### src/rtl/signed_adder_16.sv
// ---------------------------------------------------------------------------
// signed_adder_16
//   Registered two's-complement adder for the datapath arithmetic stage.
//   The sum of a and b appears on y one clock after in_valid, together with
//   signed overflow and unsigned carry-out of that same sum. A sticky
//   overflow flag accumulates overflow events for software/debug readback.
//
// Parameters
//   WIDTH     operand / result width in bits (two's complement)
//   SATURATE  0: wrap-around result on overflow
//             1: clamp to the most positive / most negative value
//
// Ports
//   clk         in   rising-edge clock
//   rst_n       in   asynchronous active-low reset
//   in_valid    in   a/b valid this cycle; the sum is captured
//   a, b        in   signed operands, WIDTH bits
//   clr_sticky  in   synchronous clear of ovf_sticky (a same-edge set wins)
//   y           out  registered sum, WIDTH bits
//   out_valid   out  y/ovf/carry were updated from an accepted pair
//   ovf         out  signed overflow of the sum currently on y
//   carry       out  unsigned carry-out of the sum currently on y
//   ovf_sticky  out  set on any overflow since reset / last clear
// ---------------------------------------------------------------------------
module signed_adder_16 #(
  parameter int WIDTH    = 16,
  parameter bit SATURATE = 1'b0
) (
  input  logic             clk,
  input  logic             rst_n,
  input  logic             in_valid,
  input  logic [WIDTH-1:0] a,
  input  logic [WIDTH-1:0] b,
  input  logic             clr_sticky,
  output logic [WIDTH-1:0] y,
  output logic             out_valid,
  output logic             ovf,
  output logic             carry,
  output logic             ovf_sticky
);

  localparam int MSB = WIDTH - 1;

  localparam logic [WIDTH-1:0] MAX_POS = {1'b0, {(WIDTH-1){1'b1}}};
  localparam logic [WIDTH-1:0] MAX_NEG = {1'b1, {(WIDTH-1){1'b0}}};

  logic [WIDTH:0]   sum_full;
  logic             ovf_next;
  logic             carry_next;
  logic [WIDTH-1:0] y_next;

  // Full-precision sum of the sign-extended operands.
  assign sum_full = {a[MSB], a} + {b[MSB], b};

  // Overflow: like-signed operands producing a result of the other sign.
  assign ovf_next = (a[MSB] == b[MSB]) && (sum_full[MSB] != a[MSB]);

  // The top bit of the sign-extended sum is a[MSB] ^ b[MSB] ^ (carry into
  // that bit), and the carry into that bit is exactly the unsigned carry-out
  // of a + b, so it can be recovered without a second adder.
  assign carry_next = sum_full[WIDTH] ^ a[MSB] ^ b[MSB];

  // NOTE: every signal written in always_comb gets a default first, so no
  // path through the block leaves it unassigned and no latch is inferred.
  always_comb begin
    y_next = sum_full[WIDTH-1:0];
    if (SATURATE && ovf_next) begin
      // On overflow both operands share a sign; a non-negative a means the
      // true result lies above the representable range.
      y_next = a[MSB] ? MAX_NEG : MAX_POS;
    end
  end

  // NOTE: state is updated with non-blocking assignments so every register
  // samples pre-edge values regardless of statement order.
  always_ff @(posedge clk or negedge rst_n) begin
    if (!rst_n) begin
      y         <= '0;
      out_valid <= 1'b0;
      ovf       <= 1'b0;
      carry     <= 1'b0;
    end else begin
      out_valid <= in_valid;
      if (in_valid) begin
        y     <= y_next;
        ovf   <= ovf_next;
        carry <= carry_next;
      end
    end
  end

  // Set has priority over clear so an overflow on the clearing edge is kept.
  always_ff @(posedge clk or negedge rst_n) begin
    if (!rst_n) begin
      ovf_sticky <= 1'b0;
    end else if (in_valid && ovf_next) begin
      ovf_sticky <= 1'b1;
    end else if (clr_sticky) begin
      ovf_sticky <= 1'b0;
    end
  end

endmodule

### config.mk
export PLATFORM = sky130hd
export DESIGN_NAME = signed_adder_16
export DESIGN_NICKNAME = d
export VERILOG_FILES = /design/src/rtl/signed_adder_16.sv
export SDC_FILE = /design/constraint.sdc
export NUM_CORES = 1
export LEC_CHECK = 0
export ABC_AREA = 1
export ABC_CLOCK_PERIOD_IN_PS = 800
export CAP_MARGIN = 20
export CORE_ASPECT_RATIO = 0.75
export CORE_MARGIN = 2
export CORE_UTILIZATION = 25
export CTS_BUF_LIST = sky130_fd_sc_hd__clkbuf_2 sky130_fd_sc_hd__clkbuf_4 sky130_fd_sc_hd__clkbuf_8
export DETAILED_ROUTE_END_ITERATION = 7
export PLACE_DENSITY_LB_ADDON = 0.05
export SETUP_SLACK_MARGIN = 0.1
export SKIP_CTS_REPAIR_TIMING = 1
export SYNTH_ARGS = -nofsm -noshare
export SYNTH_HDL_FRONTEND = slang
export SYNTH_SLANG_ARGS = --single-unit
### constraint.sdc
create_clock -name clk -period 0.8 [get_ports clk]
set_input_delay 0.24 -clock clk [delete_from_list [all_inputs] [get_ports clk]]
set_output_delay 0.24 -clock clk [all_outputs]
set_load 0.005 [all_outputs]
==> flow_summary.toml <==
[synthesis]
avgSynthCellArea_um2 = 6.43
synth-edff-count = 0
syn_nets = 326
yosys_register_bits = 20
yosys-top-cells-area = "dfrtp_1 (28%), nand2_1 (24%), ha_1 (11%), inv_1 (8.8%), nand3_1 (5.4%)"
synth_area_mm2 = 0.00176
ys_seq_area_share_pct = 28.5
yosys.area.top_type = "dfrtp_1"
synth_cell_type_count = 23
synth_top_area_share_pct = 28.5
synthCells = 273
synth_top_flop_cell = "dfrtp_1"
ys.warnings.count = 0
synthArstFlopShare_pct = 100
synth_most_common_cell = "nand2_1"
synth_commonest_cells = "nand2_1 (114), inv_1 (41), dfrtp_1 (20), nand3_1 (19), ha_1 (16)"

[sta]
clock.fmax_mhz = 712
finalCritPeriodShare_pct = 176
hold_viol = 0
setup-tns-final_ns = -11.76
maxSlewHeadroom_pct = 82.2
hold_ws_ns = 0.299
tightest_slew_ns = 0.266
maxSlewViolCount = 0
setup_ws_ns = -0.604
skew_ns = 0
rsz0062_at_grt = "yes"
fin_crit_ns = 1.40
setup_viol = 38

[drt]
first_pass_iters = 4
drtIter0Drc = 49
wl_per_cell_um = 12.2
drtAntennaViolNets = 0
routed_wl_um = 5490
via_per_inst = 4.25
vias = 1913
drcViolationCount = 0

[flow_run]
maxCapViolations = 0

[layout]
syn2layout_area_growth_pct = 77.3
fill_cells = 705
final_cell_area_mm2 = 0.00311
num-nets-final = 420
fin_cells = 450
diodes = 0
post_route_cells_drive_above_1_share_pct = 45.6

[critical_path]
worstSetupPathType = "in -> reg"
cp.required_ns = 0.96
end_kind = "flip-flop"
critPathMaxFanout = 4
cp.arrival_ns = 1.56
worstSetupStartpointType = "primary input"

[cts]
cts_root_buf = "clkbuf_8"
cts_tree = "yes"
insertion_delay_ns = 0.25
htreeDepth = 1
clock_path_buffers = 2
cts.sinks = 20
path_clk_slew_ns = 0.08
cts_inserted_buffers = 3

[place]
hpwl_um = 4250
placed_area_mm2 = 0.00282
gp_congestion = 0.754
port_buffers = 55
dp.cells = 435

[power]
max-vdd-ir-drop_v = 0.000734
leakagePower_uw = 0.00177
power_density_mw_per_mm2 = 1400

[run_status]
violations = "negative setup slack"
status = "finished, violations left"

[global_route]
grt_busiest_layer = "met1"
grt_pass1_wl_um = 8510
grt.met2_usage_pct = 18.1
antenna_found_initial = 0
grt_max_degree = 21
gr-total-overflow = 0
grtUsageMet1_pct = 22.9
grt_pass1_vias = 1792
grt.total_usage_pct = 13.6
use_met3_pct = 1.83

[floorplan]
die-height_um = 76.6
die_area_mm2 = 0.00772
core_mm2 = 0.00680
rows = 26
io_pins = 56
die_w_um = 101
initial_core_util_pct = 25.8

[hold_path]
worstHoldPathType = "in -> reg"
## final cells by class
type | count | area (µm²) | area share, %
tap | 84 | 105 | 3.37
clock inverter | 1 | 30.0 | 0.964
inverter | 47 | 181 | 5.83
sequential | 20 | 500 | 16.1
timing repair buffer | 92 | 716 | 23.0
multi-input combinational | 203 | 1540 | 49.5
clock buffer | 3 | 41.3 | 1.33
## registers in the layout, indices dropped and copies added (netlist names)
register    flops
ovf_sticky      1
out_valid       1
y              16
carry           1
ovf             1
## power by group
group | switching (µW) | internal (µW) | total (µW) | leakage [µW]
clock network | 349 | 667 | 1020 | 0.0000357
registers | 99.8 | 1180 | 1280 | 0.000242
logic | 1020 | 1040 | 2060 | 0.00149
total | 1470 | 2890 | 4360 | 0.00177
## logic make-up (layout without fill, tap and decap cells)
kind of cell               after synthesis  count (layout)  synth area share [%]
and+or+nand+nor                        163             163                  39.7
buffers and inverters                   50             143                  10.8
DFF                                     20              20                  28.5
adders and majority gates               17              17                  12.5
AOI/OAI and AO/OA                       16              16                  4.99
xor gates and xnor gates                 7               7                  3.49
## through the flow
step	utilization [%]	power, µW	worst slack (ns)
detailed placement	41.5	3160	-1.25
finish	45.8	4360	-0.604
global route	45.8	4660	-0.656
global placement	41.5	3170	-1.22
CTS	42.6	4200	-0.967
floorplan	-	2180	-0.638
## per-layer routing
layer  vias to the layer above  part of all wire, %
li1                       1019                    -
met1                       852                   54
met2                        40                   40
met3                         2                  5.1
met4                         0                 0.26
met5                         -                    0
## path summary, 6_finish.rpt
check	slack, ns	endpoint	from	depth (start not counted)
min in group asynchronous	0.32	ovf	rst_n	2
worst min-delay path	0.30	y[0]	a[0]	4
max in group asynchronous	0.35	y[10]	rst_n	2
worst min register to register	0.48	y[0]	y[0]	2
worst max-delay path	-0.60	y[6]	b[0]	10
worst max register to register	-0.07	y[2]	y[2]	4
## critical path, stage by stage
cell and delay [ns]:
buf_8 0.10, ha_4 0.15, fa_2 0.38, nand2_2 0.10, nand2_2 0.08, nand3_2 0.08, nand2_2 0.07, or2_1 0.23
nand3_1 0.07, nand2_1 0.05
## layout by cell type, fill, tap and decap left out, drive strengths merged
master,instances
nand2,122
inv,47
clkbuf,39
buf,39
nand3,21
dfrtp,20
ha,16
dlymetal6s2s,15
nor2,11
a21oi,9
o21ai,7
xnor2,6
nor3,4
nand3b,2
clkdlybuf4s50,2
or2,2
and2,1
xor2,1
fa,1
bufinv,1
(Power assumes the default switching activity.)
